<file path="config.mk">
export PLATFORM = sky130hd
export DESIGN_NAME = despertador_alarm_scanner_flat
export DESIGN_NICKNAME = d
export VERILOG_FILES = /design/src/rtl/despertador_alarm_pkg.sv /design/src/rtl/despertador_alarm_scanner_if.sv /design/src/rtl/despertador_alarm_scanner_match.sv /design/src/rtl/despertador_alarm_scanner.sv /design/src/flat_wrapper.sv
export SDC_FILE = /design/constraint.sdc
export NUM_CORES = 1
export LEC_CHECK = 0
export ABC_AREA = 0
export ABC_CLOCK_PERIOD_IN_PS = 2600
export BUFFER_PORTS_ARGS = -buffer_cell sky130_fd_sc_hd__buf_2
export CAP_MARGIN = 30
export CORE_UTILIZATION = 47
export DETAILED_ROUTE_END_ITERATION = 10
export PLACE_DENSITY = 0.85
export SYNTH_ARGS = -nofsm -noshare
export SYNTH_HDL_FRONTEND = slang
export SYNTH_SLANG_ARGS = --single-unit
</file>
<file path="constraint.sdc">
create_clock -name clk -period 2.6 [get_ports clk]
set_input_delay 0.13 -clock clk [delete_from_list [all_inputs] [get_ports clk]]
set_output_delay 0.13 -clock clk [all_outputs]
set_load 0.01 [all_outputs]
</file>
<file path="src/rtl/despertador_alarm_pkg.sv">
// -----------------------------------------------------------------------------
// despertador_alarm_pkg
//   Shared definitions for the alarm table scanner: bit positions and widths of
//   the fields inside one 32-bit alarm entry, the terminator word, and the
//   scanner FSM state encoding.
//
//   Entry layout: [31] en, [30:24] day mask (bit n = weekday n),
//                 [20:16] hour, [13:8] minute, all other bits ignored.
// -----------------------------------------------------------------------------
package despertador_alarm_pkg;

  localparam int ENTRY_W  = 32;
  localparam int EN_BIT   = 31;
  localparam int DAY_LSB  = 24;
  localparam int DAY_W    = 7;
  localparam int HOUR_LSB = 16;
  localparam int HOUR_W   = 5;
  localparam int MIN_LSB  = 8;
  localparam int MIN_W    = 6;
  localparam int WDAY_W   = 3;

  // An all-zero word ends the table; nothing past it is read.
  localparam logic [ENTRY_W-1:0] TERMINATOR = 32'h0000_0000;

  typedef enum logic [1:0] {
    ST_IDLE = 2'd0,
    ST_REQ  = 2'd1,
    ST_WAIT = 2'd2,
    ST_DONE = 2'd3
  } scan_state_t;

  function automatic logic is_terminator(input logic [ENTRY_W-1:0] entry);
    return entry == TERMINATOR;
  endfunction

endpackage

</file>
<file path="src/rtl/despertador_alarm_scanner_if.sv">
// -----------------------------------------------------------------------------
// despertador_alarm_scanner_if
//   Avalon-MM read-only link between the alarm scanner (master) and the alarm
//   memory (slave).
//
//   Handshake: the master raises read with a stable address; the request is
//   accepted on the rising edge where read=1 and waitrequest=0, and until then
//   address and read must not change. readdatavalid qualifies readdata; the
//   alarm memory returns data one cycle after acceptance. At most one read is
//   outstanding.
//
//   Signals: address[ADDR_W], read, byteenable[4] (master -> slave);
//            waitrequest, readdata[32], readdatavalid (slave -> master).
// -----------------------------------------------------------------------------
interface despertador_alarm_scanner_if #(
  parameter int ADDR_W = 10
);
  logic [ADDR_W-1:0] address;
  logic              read;
  logic [3:0]        byteenable;
  logic              waitrequest;
  logic [31:0]       readdata;
  logic              readdatavalid;

  modport master (
    output address, read, byteenable,
    input  waitrequest, readdata, readdatavalid
  );

  modport slave (
    input  address, read, byteenable,
    output waitrequest, readdata, readdatavalid
  );
endinterface

</file>
<file path="src/rtl/despertador_alarm_scanner_match.sv">
// -----------------------------------------------------------------------------
// alarm_entry_match
//   Combinational compare of one alarm entry against the time latched at scan
//   start. Optional macro ALARM_SCAN_WEEKDAY_EN: when defined, the entry's day
//   mask bit for the latched weekday must also be set; when undefined the day
//   mask is ignored and an entry matches on every day.
//
//   Inputs : entry_en, entry_days[7], entry_hour[5], entry_minute[6],
//            lat_hour[5], lat_minute[6], lat_weekday[3]
//   Output : match
// -----------------------------------------------------------------------------
module alarm_entry_match
  import despertador_alarm_pkg::*;
(
  input  logic              entry_en,
  input  logic [DAY_W-1:0]  entry_days,
  input  logic [HOUR_W-1:0] entry_hour,
  input  logic [MIN_W-1:0]  entry_minute,
  input  logic [HOUR_W-1:0] lat_hour,
  input  logic [MIN_W-1:0]  lat_minute,
  input  logic [WDAY_W-1:0] lat_weekday,
  output logic              match
);

  logic day_ok;

`ifdef ALARM_SCAN_WEEKDAY_EN
  // Padded to 8 bits so a weekday code of 7 selects a constant 0.
  logic [7:0] day_sel;
  assign day_sel = {1'b0, entry_days};
  assign day_ok  = day_sel[lat_weekday];
`else
  // Day fields carry no meaning in this build.
  logic unused_day_fields;
  assign unused_day_fields = ^{entry_days, lat_weekday};
  assign day_ok = 1'b1;
`endif

  // Stored hour/minute outside 0..23 / 0..59 can never equal the latched
  // (always in-range) time, so no separate range check is needed.
  assign match = entry_en & day_ok &
                 (entry_hour == lat_hour) & (entry_minute == lat_minute);

endmodule

</file>
<file path="src/rtl/despertador_alarm_scanner.sv">
// -----------------------------------------------------------------------------
// despertador_alarm_scanner
//   On each minute tick (when enabled) walks the alarm table in on-chip memory
//   through an Avalon-MM read master, compares every entry with the time
//   latched at scan start and pulses alarm_hit/alarm_idx for each match.
//   Optional macro ALARM_SCAN_WEEKDAY_EN adds the weekday mask to the match
//   (handled inside alarm_entry_match); ports are identical either way.
//
//   Ports:
//     clk, reset                  clock, asynchronous active-high reset
//     enable, minute_tick         scan start qualifier and trigger
//     cur_hour/minute/weekday     current time, latched at scan start
//     avm (master modport)        Avalon-MM read path to the alarm memory
//     alarm_hit, alarm_idx        one-cycle pulse + index per matching entry
//     scan_busy, scan_done        scan in progress / one-cycle end pulse
//     tick_overrun, overrun_clr   sticky "tick while busy" flag and its clear
//     state_dbg                   current FSM state
// -----------------------------------------------------------------------------
module despertador_alarm_scanner
  import despertador_alarm_pkg::*;
#(
  parameter int BASE_ADDR   = 0,
  parameter int NUM_ENTRIES = 16,
  parameter int ADDR_W      = 10,
  parameter int IDX_W       = 10
) (
  input  logic                  clk,
  input  logic                  reset,
  input  logic                  enable,
  input  logic                  minute_tick,
  input  logic [HOUR_W-1:0]     cur_hour,
  input  logic [MIN_W-1:0]      cur_minute,
  input  logic [WDAY_W-1:0]     cur_weekday,
  despertador_alarm_scanner_if.master avm,
  output logic                  alarm_hit,
  output logic [IDX_W-1:0]      alarm_idx,
  output logic                  scan_busy,
  output logic                  scan_done,
  output logic                  tick_overrun,
  input  logic                  overrun_clr,
  output scan_state_t           state_dbg
);

  localparam logic [IDX_W-1:0]  LAST_IDX  = IDX_W'(NUM_ENTRIES - 1);
  localparam logic [ADDR_W-1:0] BASE_WORD = ADDR_W'(BASE_ADDR);

  scan_state_t       state;
  logic [IDX_W-1:0]  idx;
  logic [HOUR_W-1:0] lat_hour;
  logic [MIN_W-1:0]  lat_minute;
  logic [WDAY_W-1:0] lat_weekday;
  logic [ADDR_W-1:0] addr_q;
  logic              read_q;

  logic entry_hit;
  logic entry_end;
  logic overrun_set;

  alarm_entry_match u_match (
    .entry_en     (avm.readdata[EN_BIT]),
    .entry_days   (avm.readdata[DAY_LSB +: DAY_W]),
    .entry_hour   (avm.readdata[HOUR_LSB +: HOUR_W]),
    .entry_minute (avm.readdata[MIN_LSB +: MIN_W]),
    .lat_hour     (lat_hour),
    .lat_minute   (lat_minute),
    .lat_weekday  (lat_weekday),
    .match        (entry_hit)
  );

  assign entry_end = is_terminator(avm.readdata) || (idx == LAST_IDX);

  // scan_busy is still high in DONE, so a tick landing there counts as overrun.
  assign overrun_set = minute_tick & scan_busy;

  assign avm.address    = addr_q;
  assign avm.read       = read_q;
  assign avm.byteenable = 4'hF;
  assign state_dbg      = state;

  always_ff @(posedge clk or posedge reset) begin
    if (reset) begin
      state        <= ST_IDLE;
      idx          <= '0;
      lat_hour     <= '0;
      lat_minute   <= '0;
      lat_weekday  <= '0;
      addr_q       <= BASE_WORD;
      read_q       <= 1'b0;
      alarm_hit    <= 1'b0;
      alarm_idx    <= '0;
      scan_busy    <= 1'b0;
      scan_done    <= 1'b0;
      tick_overrun <= 1'b0;
    end else begin
      alarm_hit <= 1'b0;
      scan_done <= 1'b0;

      // A new overrun beats a simultaneous clear.
      if (overrun_set) begin
        tick_overrun <= 1'b1;
      end else if (overrun_clr) begin
        tick_overrun <= 1'b0;
      end

      case (state)
        ST_IDLE: begin
          if (minute_tick && enable) begin
            lat_hour    <= cur_hour;
            lat_minute  <= cur_minute;
            lat_weekday <= cur_weekday;
            idx         <= '0;
            addr_q      <= BASE_WORD;
            read_q      <= 1'b1;
            scan_busy   <= 1'b1;
            state       <= ST_REQ;
          end
        end

        ST_REQ: begin
          // Address and read are left untouched while the slave stalls.
          if (!avm.waitrequest) begin
            read_q <= 1'b0;
            state  <= ST_WAIT;
          end
        end

        ST_WAIT: begin
          if (avm.readdatavalid) begin
            if (entry_hit) begin
              alarm_hit <= 1'b1;
              alarm_idx <= idx;
            end
            if (entry_end) begin
              scan_done <= 1'b1;
              state     <= ST_DONE;
            end else begin
              idx    <= idx + IDX_W'(1);
              addr_q <= BASE_WORD + ADDR_W'(idx + IDX_W'(1));
              read_q <= 1'b1;
              state  <= ST_REQ;
            end
          end
        end

        ST_DONE: begin
          scan_busy <= 1'b0;
          state     <= ST_IDLE;
        end

        default: begin
          state <= ST_IDLE;
        end
      endcase
    end
  end

endmodule

</file>
<file path="src/flat_wrapper.sv">
// flat-port wrapper written by rule: the top's interface ports become plain ports
module despertador_alarm_scanner_flat import despertador_alarm_pkg::*;
#(
  parameter int BASE_ADDR   = 0,
  parameter int NUM_ENTRIES = 16,
  parameter int ADDR_W      = 10,
  parameter int IDX_W       = 10
)
  (clk, reset, enable, minute_tick, cur_hour, cur_minute, cur_weekday, alarm_hit, alarm_idx, scan_busy, scan_done, tick_overrun, overrun_clr, state_dbg, avm_address, avm_read, avm_byteenable, avm_waitrequest, avm_readdata, avm_readdatavalid);
  despertador_alarm_scanner_if #(.ADDR_W(ADDR_W)) avm_i ();
  input  logic clk;
  input  logic reset;
  input  logic enable;
  input  logic minute_tick;
  input  logic [HOUR_W-1:0] cur_hour;
  input  logic [MIN_W-1:0] cur_minute;
  input  logic [WDAY_W-1:0] cur_weekday;
  output logic alarm_hit;
  output logic [IDX_W-1:0] alarm_idx;
  output logic scan_busy;
  output logic scan_done;
  output logic tick_overrun;
  input  logic overrun_clr;
  output scan_state_t state_dbg;
  output wire logic [$bits(avm_i.address)-1:0] avm_address;
  output wire logic [$bits(avm_i.read)-1:0] avm_read;
  output wire logic [$bits(avm_i.byteenable)-1:0] avm_byteenable;
  input wire logic [$bits(avm_i.waitrequest)-1:0] avm_waitrequest;
  input wire logic [$bits(avm_i.readdata)-1:0] avm_readdata;
  input wire logic [$bits(avm_i.readdatavalid)-1:0] avm_readdatavalid;
  assign avm_address = avm_i.address;
  assign avm_read = avm_i.read;
  assign avm_byteenable = avm_i.byteenable;
  assign avm_i.waitrequest = avm_waitrequest;
  assign avm_i.readdata = avm_readdata;
  assign avm_i.readdatavalid = avm_readdatavalid;
  despertador_alarm_scanner #(.BASE_ADDR(BASE_ADDR), .NUM_ENTRIES(NUM_ENTRIES), .ADDR_W(ADDR_W), .IDX_W(IDX_W)) u_core (.clk(clk), .reset(reset), .enable(enable), .minute_tick(minute_tick), .cur_hour(cur_hour), .cur_minute(cur_minute), .cur_weekday(cur_weekday), .avm(avm_i), .alarm_hit(alarm_hit), .alarm_idx(alarm_idx), .scan_busy(scan_busy), .scan_done(scan_done), .tick_overrun(tick_overrun), .overrun_clr(overrun_clr), .state_dbg(state_dbg));
endmodule
</file>
==> summary.md, run 1 <==
| Metric | Value |
|---|---|
| Crit end category | register |
| WHS Endpoint | u_core.lat_minute[4] |
| R2R Setup Slk | approximately 0.4 ns |
| Per-cell routed wire length | ~14 µm |
| Worst path cell trace | nor2b_4 -> nand2_2 -> or4_4 -> nor3_4 -> buf_4 -> mux2_2 |
| Top-count cell post-synth | nand2_1 |
| Core area | 0.00400 mm² |
| WP data required | about 2.8 ns |
| Hold Crit Start | cur_minute[4] |
| Post-Syn Area | approximately 0.0020 mm² |
| Reg-to-Reg End | u_core.alarm_idx[3] |
| CP Max Fanout | 11 |
| Gr ovfl total | 0 |
| DR vias/cell | 5.34 |
| WP data arrival | 2.39 ns |
| Internal power | around 1200 µW |
| Setup Viol. Count Final | 0 |
| Initial DRC count | between 100 and 150 |
| Post-route DRC violation count | 0 |
| Tcrit/Tclk final | 0.847 |
| Fillers | between 300 and 400 |
| Register area share after synthesis | 0.483 |
| Area leader, netlist | dfrtp_1 |
| Initial Util | 0.492 |
| Reg area | 951 µm² |
| Pre-antenna DRT Iters | 4 |
| Yosys warnings | 0 |
| Synth top cells by count | 46 x nand2_1, 38 x dfrtp_1, 12 x nor4_1 |
| Max-Cap Viols | 0 |
| Worst slew margin | 0.469 |
| Clk Latency, worst-skew pair | about 0.30 ns |
| Clock buffer count from CTS | 5 |
| Clock skew | 0.00923 ns |
| P&R area growth vs syn | 26.4% |
| Port buffer count | 76 |
| DIE AREA | 0.00445 mm² |
| Initial antenna violation count | 0 |
| Worst setup path start | u_core.state_dbg[1] |
| Combinational share of power | 0.293 |
| Max Fclk | between 400 and 500 MHz |
| GP Congestion | about 0.83 |
| Via count | between 1500 and 2000 |
| All-layer global routing usage | 0.240 |
| Post-Route Setup TNS | 0 ns |
| First-pass GRT wire length | around 7900 µm |
| Clock network power share | 0.239 |
| Worst-case hold slack | between 0.015 and 0.02 ns |
| Clock transition at path regs | ~0.08 ns |
| Final Max Tran Viols | 0 |
| RSZ-0062 raised after global routing | no |
| Die H | 66.7 µm |
| Crit-path max cell delay | around 0.53 ns |
| Cts repair resizes | 0 |
| Minimum clock period | 2.20 ns |
| Final hold viol count | 0 |
| Clock sinks | 38 |
| Multi-input gate area | approximately 920 µm² |
| WHS Path Cells | 3 |
| Antenna Nets Post-Route | 0 |
| Detailed placement HPWL | 3440 µm |
| RR Startpoint | u_core.state_dbg[1] |
| Fin nets | around 340 |
| H-Tree Depth | 2 |
| Sw Share | 0.355 |
| Startpoint type of the worst setup path | register |
| CTS Root Cell | clkbuf_8 |
| Diode count | 0 |
| Hold Path Class | primary input to register |
| Syn avg cell area | roughly 9.8 µm² |
| Yosys reg bits | 38 |
| Post-synth EDFFs | 0 |
| Outcome | finished clean |
| Largest net degree at the start of global routing | 27 |
| Max clock buf depth | 2 |
| Post-synthesis cell count | roughly 200 |
| Slowest cell on the critical path | or4_4 |
| NetSw | 642 µW |
| Pleak | roughly 0.0013 µW |
| Vias in the first global route | 1678 |
| Synth area leaders | dfrtp_1 48%, nand2_1 8.8%, mux2_2 5.7%, nor4_1 3.8%, xor2_1 3.1% |
| CTS tree | built |
| Synth top area share | 0.483 |
| Peak supply drop | roughly 0.00033 V |
| Cell variety after synth | 46 |
| I/O pin count | between 80 and 90 |
| Row cnt | 23 |
| Flop pwr share | 0.468 |
| Layout cells sized above 1 | 0.390 |
| Drt total wl | around 4600 µm |
| Main flop type after synthesis | dfrtp_1 |
| Chip Width | around 67 µm |
| Worst Tran Pin Value | about 0.79 ns |
| Power per Cell Area | between 700 and 800 mW/mm² |
| Asr flop ratio synth | 1.00 |
| R2R cell count | 6 |
| CP Class | register to register |
[cell families after synthesis]
group | after synthesis | share of synthesized area
buf+inv | 20 | 0.0541
flops | 38 | 0.483
other cells | 1 | 0.00191
mux | 10 | 0.0573
xor+xnor | 11 | 0.0490
simple gates | 98 | 0.264
compound gates | 22 | 0.0840
fa+ha+maj | 1 | 0.00636
[metrics by stage]
step | total power [µW] | setup WS, ns | utilization | cell area, µm² | std cells
floorplan | 1230 | 0.474 | - | 1980 | 204
finish | 1810 | 0.398 | 0.622 | 2490 | 332
detailed placement | 1380 | 0.421 | 0.593 | 2370 | 322
global route | 1930 | 0.288 | 0.622 | 2490 | 332
CTS | 1820 | 0.396 | 0.622 | 2490 | 332
global placement | 1360 | 0.459 | 0.593 | 2370 | 322
[what timing repair did]
| item | in CTS | in global routing |
|---|---|---|
| setup buffers | 0 | 0 |
| hold endpoints to repair | 13 | 0 |
| hold buffers | 2 | 0 |
[power by group through the flow]
stage | clock network, µW | logic, µW | registers [µW]
global route | 465 | 600 | 867
floorplan | 0 | 400 | 832
finish | 432 | 530 | 847
CTS | 441 | 532 | 847
detailed placement | 0 | 526 | 859
global placement | 0 | 509 | 849
[state kept, by name, summed over array words and instances, names as in the netlist]
name	cells
u_core.alarm_idx	10
u_core.avm.address	10
u_core.lat_minute	6
u_core.lat_hour	5
u_core.state_dbg	2
u_core.alarm_hit	1
u_core.avm.read	1
u_core.scan_busy	1
u_core.scan_done	1
u_core.tick_overrun	1
[cells in the final DEF, fill, tap and decap left out, types with 3 or more instances in the layout]
| cell type | synthesis | routed |
|---|---|---|
| dfrtp_1 | 38 | 38 |
| buf_2 | 0 | 76 |
| buf_4 | 4 | 3 |
| inv_1 | 9 | 9 |
| clkbuf_8 | 0 | 6 |
| or4_1 | 5 | 5 |
| xnor2_1 | 4 | 4 |
| xor2_1 | 7 | 7 |
| nand2_1 | 46 | 46 |
| o211ai_1 | 3 | 3 |
| nor2_1 | 6 | 6 |
| nand4_1 | 3 | 3 |
| nand3_1 | 8 | 8 |
| conb_1 | 1 | 4 |
| nor4_1 | 12 | 12 |
| mux2_2 | 10 | 10 |
[how the worst max path moves through the flow]
stage | to | slack [ns] | depth (start not counted)
floorplan | u_core.alarm_idx[0] | 0.47 | 6
global placement | u_core.alarm_idx[3] | 0.46 | 6
detailed placement | u_core.avm.address[4] | 0.42 | 5
CTS | u_core.alarm_idx[3] | 0.40 | 6
global route | u_core.alarm_idx[8] | 0.29 | 6
finish | u_core.alarm_idx[3] | 0.40 | 6
[worst max-delay path: cells and delay by family, from the launching register on]
family,cells,cell delay (ns)
buffers and inverters,1,0.22
flip-flops,1,0.50
AND/OR/NAND/NOR,4,1.00
multiplexers,1,0.36
[layer usage]
layer | wire length (µm) | share of wire | track usage
met2 | 2270 | 0.49 | 0.385
met3 | 231 | 0.050 | 0.0634
met1 | 2040 | 0.44 | 0.301
met5 | 0 | 0 | 0
met4 | 78 | 0.017 | 0.109
[area by class of cell]
class,count,area share
multi-input cells,146,0.370
flip-flops and latches,38,0.382
clock buffers,6,0.0332
well taps,50,0.0252
repair buffers,81,0.170
inverters,9,0.0136
clock inverters,2,0.00503
(Power assumes the default switching activity.)
==> inputs of run 2 (changes only) <==
--- a/config.mk
+++ b/config.mk
@@ -6,12 +6,12 @@
 export NUM_CORES = 1
 export LEC_CHECK = 0
 export ABC_AREA = 0
-export ABC_CLOCK_PERIOD_IN_PS = 2600
+export ABC_CLOCK_PERIOD_IN_PS = 1990
 export BUFFER_PORTS_ARGS = -buffer_cell sky130_fd_sc_hd__buf_2
 export CAP_MARGIN = 30
-export CORE_UTILIZATION = 47
+export CORE_UTILIZATION = 43
 export DETAILED_ROUTE_END_ITERATION = 10
-export PLACE_DENSITY = 0.85
+export PLACE_DENSITY = 0.82
 export SYNTH_ARGS = -nofsm -noshare
 export SYNTH_HDL_FRONTEND = slang
 export SYNTH_SLANG_ARGS = --single-unit
==> constraint.sdc (replaced) <==
create_clock -name clk -period 1.99 [get_ports clk]
set_input_delay 0.0995 -clock clk [delete_from_list [all_inputs] [get_ports clk]]
set_output_delay 0.0995 -clock clk [all_outputs]
set_load 0.01 [all_outputs]
==> summary.md, run 2 (same netlist as run 1, synthesis figures left out) <==
| Metric | Value |
|---|---|
| Worst setup path start | u_core.avm.address[5] |
| Most frequent cells in the layout | 76 x buf_2, 46 x nand2_1, 37 x dfrtp_1 |
| Clock skew | 0.00654 ns (-0.00269 ns) |
| Worst path setup slack after routing | -0.000705 ns (-0.399 ns) |
| Post-route insts no fill | 355 (+6.9%) |
| WP data arrival | 2.23 ns (-0.16 ns) |
| WP data required | 2.22 ns (-0.57 ns) |
| Pleak | 0.00146 µW (+11%) |
| R2R cell count | 5 (-1) |
| Crit-path max cell delay | 0.54 ns (about the same) |
| Slowest cell on the critical path | or4_4 |
| Antenna Nets Post-Route | 0 (unchanged) |
| Startpoint type of the worst setup path | register |
| GP Congestion | 0.824 (-1.3%) |
| RR Startpoint | u_core.avm.address[5] |
| Pre-antenna DRT Iters | 4 (unchanged) |
| DR vias/cell | 5.35 (about the same) |
| Gr ovfl total | 0 (unchanged) |
| Port buffer count | 76 (unchanged) |
| Clock transition at path regs | 0.07 ns (about the same) |
| First-pass GRT wire length | 8560 µm (+8.9%) |
| Row cnt | 24 (+4.3%) |
| Failing checks | negative setup slack |
| Chip Width | 69.6 µm (+4.4%) |
| All-layer global routing usage | 0.226 (-0.0143) |
| Reg area | 952 µm² (+0.13%) |
| Hold Crit Start | cur_minute[0] |
| Placed cell areas | 0.00248 mm² (+4.6%) |
| Max clock buf depth | 2 (unchanged) |
| Worst-case hold slack | 0.00779 ns (-0.00762 ns) |
| Outcome | finished, violations left |
| Max-Cap Viols | 0 (unchanged) |
| Max Fclk | 502 MHz (+11%) |
| H-Tree Depth | 2 (unchanged) |
| Final hold viol count | 0 (unchanged) |
| Setup Viol. Count Final | 1 (+1) |
| Via count | 1898 (+7.0%) |
| Pre-CTS setup slack | -0.00586 ns (-0.427 ns) |
| CP Max Fanout | 5 (-6) |
| Worst path cell trace | or4_4 -> or4_4 -> o211a_4 -> a211oi_2 -> nand2b_1 |
| Vias in the first global route | 1838 (+9.5%) |
| CP bufs+invs | 0 (-1) |
| Core area | 0.00438 mm² (+9.6%) |
| Initial antenna violation count | 0 (unchanged) |
| Worst slew margin | 0.649 (+0.180) |
| Final Max Tran Viols | 0 (unchanged) |
| Largest net degree at the start of global routing | 39 (+44%) |
| Clk Latency, worst-skew pair | 0.30 ns (about the same) |
| Fin area | 0.00277 mm² (+11%) |
| Die H | 69.6 µm (+4.4%) |
| Layout cells sized above 1 | 0.422 (+0.0324) |
| Clock buffer count from CTS | 5 (unchanged) |
| Peak supply drop | 0.000488 V (+49%) |
| Crit path max-delay family | simple AND/OR/NAND/NOR gates |
| Final Util | 0.631 (+0.00976) |
| CP Class | register to register |
| CP most frequent cell | or4_4 |
| Critical path depth | 5 (-1) |
| Commonest non-fill, non-tap cell in the layout | buf_2 |
| I/O pin count | 84 (unchanged) |
| P&R area growth vs syn | 40.7% |
| Fillers | 374 (+11%) |
| CTS tree | built |
| Drt total wl | 5380 µm (+16%) |
| CTS Root Cell | clkbuf_8 |
| Detailed placement HPWL | 3550 µm (+3.0%) |
| Initial DRC count | 162 (+26%) |
| Placed cells | 336 (+4.3%) |
| Multi-input gate area | 0.00100 mm² (+9.1%) |
| Power per Cell Area | 943 mW/mm² (+30%) |
| Tcrit/Tclk final | 1.00 (+0.154) |
| Minimum clock period | 1.99 ns (-0.211 ns) |
| Per-cell routed wire length | 15.2 µm (+8.9%) |
| Hold Path Class | primary input to register |
| Diode count | 0 (unchanged) |
| DIE AREA | 0.00485 mm² (+9.0%) |
| Post-route DRC violation count | 0 (unchanged) |
| Fin nets | 356 (+6.3%) |
| Initial Util | 0.449 (-0.0431) |
| WHS Path Cells | 3 (unchanged) |
| Clock sinks | 38 (unchanged) |
| Crit end category | register |
| Worst Tran Pin Value | 0.522 ns (-0.268 ns) |
| RSZ-0062 raised after global routing | yes |
## run 2: changes by cell type in the layout (fill, tap and decap cells not counted), sizes merged
| cell | delta |
|---|---|
| clkinv | +1 |
| clkinvlp | -1 |
| o211ai | +1 |
| dlygate4sd3 | +7 |
| buf | +13 |
| clkbuf | -1 |
| bufinv | +1 |
## run 2: through the flow
step	power [µW]	setup TNS, ns
floorplan	1620	-1.29
global placement	1870	0
detailed placement	1900	-0.00586
CTS	2580	0
global route	2760	-0.0700
finish	2610	-0.000705
## run 2: power by group
part           switching [µW]  internal, µW
logic                     480           422
clock network             278           369
registers                 121           939
## run 2: routing by layer
layer,GRT usage,up-vias,part of all wire
met1,0.295,906,0.44
met5,0,-,0
met3,0.0625,10,0.047
met4,0.0600,0,0.014
li1,-,915,-
met2,0.371,67,0.50
## run 2: worst paths after layout
kind                                    endpoint  slack, ns
max                        u_core.avm.address[9]    -0.0007
min                         u_core.lat_minute[0]      0.008
max reg2reg                u_core.avm.address[9]    -0.0007
min reg2reg                      u_core.avm.read       0.50
max in group asynchronous  u_core.avm.address[5]       1.17
min in group asynchronous     u_core.lat_hour[2]       0.45
## run 2: cell type report
class | instances | area share
multi-input cells | 147 | 0.363
clock inverters | 3 | 0.0145
flip-flops and latches | 38 | 0.344
inverters | 9 | 0.0122
well taps | 52 | 0.0235
clock buffers | 5 | 0.0249
repair buffers | 101 | 0.218
## run 2: what timing repair did
action / in CTS / in global routing
resized for setup: 1 / 14
setup endpoints to repair: 12 / 16
setup buffers: 1 / 0
pin swaps: 0 / 2
cloned: 0 / 1
hold endpoints to repair: 45 / 1
hold buffers: 8 / 1
## run 2: tightest hold or removal path: cells and delay by family
kind | cells | cell delay [ns]
buffers and inverters | 1 | 0.07
and+or+nand+nor | 2 | 0.09
==> inputs of run 3 (changes only) <==
--- a/config.mk
+++ b/config.mk
@@ -6,12 +6,12 @@
 export NUM_CORES = 1
 export LEC_CHECK = 0
 export ABC_AREA = 0
-export ABC_CLOCK_PERIOD_IN_PS = 1990
+export ABC_CLOCK_PERIOD_IN_PS = 2000
 export BUFFER_PORTS_ARGS = -buffer_cell sky130_fd_sc_hd__buf_2
 export CAP_MARGIN = 30
-export CORE_UTILIZATION = 43
+export CORE_UTILIZATION = 47
 export DETAILED_ROUTE_END_ITERATION = 10
-export PLACE_DENSITY = 0.82
+export PLACE_DENSITY = 0.85
 export SYNTH_ARGS = -nofsm -noshare
 export SYNTH_HDL_FRONTEND = slang
 export SYNTH_SLANG_ARGS = --single-unit
==> constraint.sdc (replaced) <==
create_clock -name clk -period 2 [get_ports clk]
set_input_delay 0.1 -clock clk [delete_from_list [all_inputs] [get_ports clk]]
set_output_delay 0.1 -clock clk [all_outputs]
set_load 0.01 [all_outputs]
==> summary.md, run 3 (same netlist as run 1, synthesis figures left out) <==
| Metric | Value |
|---|---|
| Outcome | finished, violations left |
| Failing checks | negative hold slack |
| Max Fclk | 508 MHz (+1.1%) |
| Reg area | 952 µm² (unchanged) |
| Slowest cell on the critical path | or4_4 |
| Fin nets | 358 (+0.56%) |
| Clock transition at path regs | 0.07 ns (about the same) |
| Pleak | 0.00145 µW (-0.47%) |
| Worst Tran Pin Value | 0.819 ns (+0.296 ns) |
| Worst setup path start | u_core.avm.address[5] |
| CP most frequent cell | or4_4 |
| Placed cell areas | 0.00249 mm² (+0.40%) |
| Fin area | 0.00271 mm² (-1.9%) |
| H-Tree Depth | 2 (unchanged) |
| Max clock buf depth | 2 (unchanged) |
| Max-Cap Viols | 0 (unchanged) |
| GP Congestion | 0.841 (+2.1%) |
| Antenna Nets Post-Route | 0 (unchanged) |
| Worst slew margin | 0.454 (-0.195) |
| Clk Latency, worst-skew pair | 0.30 ns (about the same) |
| Diode count | 0 (unchanged) |
| CP Class | register to register |
| R2R cell count | 5 (unchanged) |
| All-layer global routing usage | 0.246 (+0.0199) |
| Clock buffer count from CTS | 5 (unchanged) |
| DIE AREA | 0.00445 mm² (-8.3%) |
| CTS Root Cell | clkbuf_8 |
| Reg-to-Reg End | u_core.avm.address[4] |
| Routed wl met2 | 2380 µm (-11%) |
| I/O pin count | 84 (unchanged) |
| Multi-input gate area | 943 µm² (-6.1%) |
| Worst path cell trace | or4_4 -> or4_4 -> o211ai_4 -> a22oi_1 -> o32ai_1 |
| Vias in the first global route | 1755 (-4.5%) |
| Chip Width | 66.7 µm (-4.2%) |
| Post-route DRC violation count | 0 (unchanged) |
| R2R Setup Slk | 0.03 ns (+0.03 ns) |
| CP Max Fanout | 13 (+8) |
| Initial DRC count | 114 (-30%) |
| Commonest non-fill, non-tap cell in the layout | buf_2 |
| Core area | 0.00400 mm² (-8.8%) |
| Post-Route Setup TNS | 0 ns (+0.000705 ns) |
| Final hold viol count | 2 (+2) |
| Critical path depth | 5 (unchanged) |
| Crit end category | register |
| Crit path max-delay family | simple AND/OR/NAND/NOR gates |
| Largest net degree at the start of global routing | 23 (-41%) |
| Port buffer count | 76 (unchanged) |
| CTS tree | built |
| Detailed placement HPWL | 3580 µm (+0.86%) |
| Via count | 1875 (-1.2%) |
| Most frequent cells in the layout | 76 x buf_2, 46 x nand2_1, 37 x dfrtp_1 |
| First-pass GRT wire length | 7940 µm (-7.2%) |
| Setup Viol. Count Final | 0 (-1) |
| Clock sinks | 38 (unchanged) |
| Metal-1 WL | 2120 µm (-11%) |
| Max layer used | met4 |
| Worst-case hold slack | -0.00347 ns (-0.0113 ns) |
| DR vias/cell | 5.28 (-1.2%) |
| Clock skew | 0.00408 ns (-0.00246 ns) |
| Final Max Tran Viols | 0 (unchanged) |
| Per-cell routed wire length | 13.9 µm (-8.3%) |
| WP data arrival | 2.17 ns (-0.06 ns) |
| Minimum clock period | 1.97 ns (-0.0221 ns) |
| Peak supply drop | 0.000349 V (-28%) |
| CP bufs+invs | 0 (unchanged) |
| Worst Setup EP | u_core.avm.address[4] |
| Fillers | 300 (-20%) |
| Row cnt | 23 (-4.2%) |
| Drt total wl | 4930 µm (-8.3%) |
| Pre-antenna DRT Iters | 4 (unchanged) |
| RR Startpoint | u_core.avm.address[5] |
| Gr ovfl total | 0 (unchanged) |
| Hold Path Class | primary input to register |
| Metal3 WL | 278 µm (+9.0%) |
| WP data required | 2.20 ns (-0.02 ns) |
| Initial Util | 0.492 (+0.0431) |
| Crit-path max cell delay | 0.53 ns (about the same) |
| Power per Cell Area | 921 mW/mm² (-2.3%) |
| Final Util | 0.678 (+0.0472) |
| P&R area growth vs syn | 38.0% |
| Die H | 66.7 µm (-4.2%) |
| Tcrit/Tclk final | 0.984 (-0.0161) |
| Initial antenna violation count | 0 (unchanged) |
| Startpoint type of the worst setup path | register |
| RSZ-0062 raised after global routing | yes |
| Layout cells sized above 1 | 0.413 (-0.00933) |
[run 3: cell types whose count changed in the layout (fill, tap and decap cells not counted), sizes merged]
cell,change
clkbuf,+2
dlygate4sd3,+2
buf,+1
bufinv,-1
clkinv,-1
o211ai,-1
[run 3: worst min path at each step]
| stage | start | end | depth (start not counted) |
|---|---|---|---|
| final | cur_hour[3] | u_core.lat_hour[3] | 3 |
| after global routing | cur_hour[3] | u_core.lat_hour[3] | 3 |
| after CTS | cur_minute[1] | u_core.lat_minute[1] | 3 |
| after detailed placement | reset | u_core.alarm_idx[9] | 2 |
| after global placement | cur_minute[2] | u_core.lat_minute[2] | 3 |
| after floorplan | cur_hour[0] | u_core.lat_hour[0] | 2 |
[run 3: stage by stage]
stage | instances | worst slack, ns | power, µW
floorplan | 204 | -0.119 | 1610
global placement | 335 | 0.0518 | 1880
detailed placement | 335 | -0.00118 | 1920
CTS | 354 | 0.0267 | 2480
global route | 355 | -0.0212 | 2640
finish | 355 | 0.0314 | 2500
[run 3: metal layers]
metal	track usage	up-vias
met3	0.0445	14
met1	0.317	893
li1	-	911
met5	0	-
met4	0.157	0
met2	0.378	57
[run 3: where the power goes]
part           switching (µW)  total (µW)  internal [µW]
registers                 120        1060            935
clock network             267         545            278
logic                     472         898            426
[run 3: what timing repair did]
| item | in CTS | in global routing |
|---|---|---|
| pin swaps | 0 | 1 |
| endpoints found under the hold margin | 30 | 0 |
| hold buffers | 11 | 0 |
| setup endpoints to repair | 1 | 8 |
| setup buffers | 0 | 1 |
| gates resized for setup | 1 | 1 |
[run 3: layout make-up]
type,instances,share of cell area
flip-flops and latches,38,0.351
multi-input cells,146,0.348
repair buffers,104,0.232
clock buffers,7,0.0318
well taps,50,0.0231
inverters,9,0.0124
clock inverters,1,0.00184
[run 3: worst register-to-register path, stage by stage (launching register included)]
cell and delay, ns:
dfrtp_2 0.41, or4_4 0.53, or4_4 0.45, o211ai_4 0.19, a22oi_1 0.17, o32ai_1 0.14
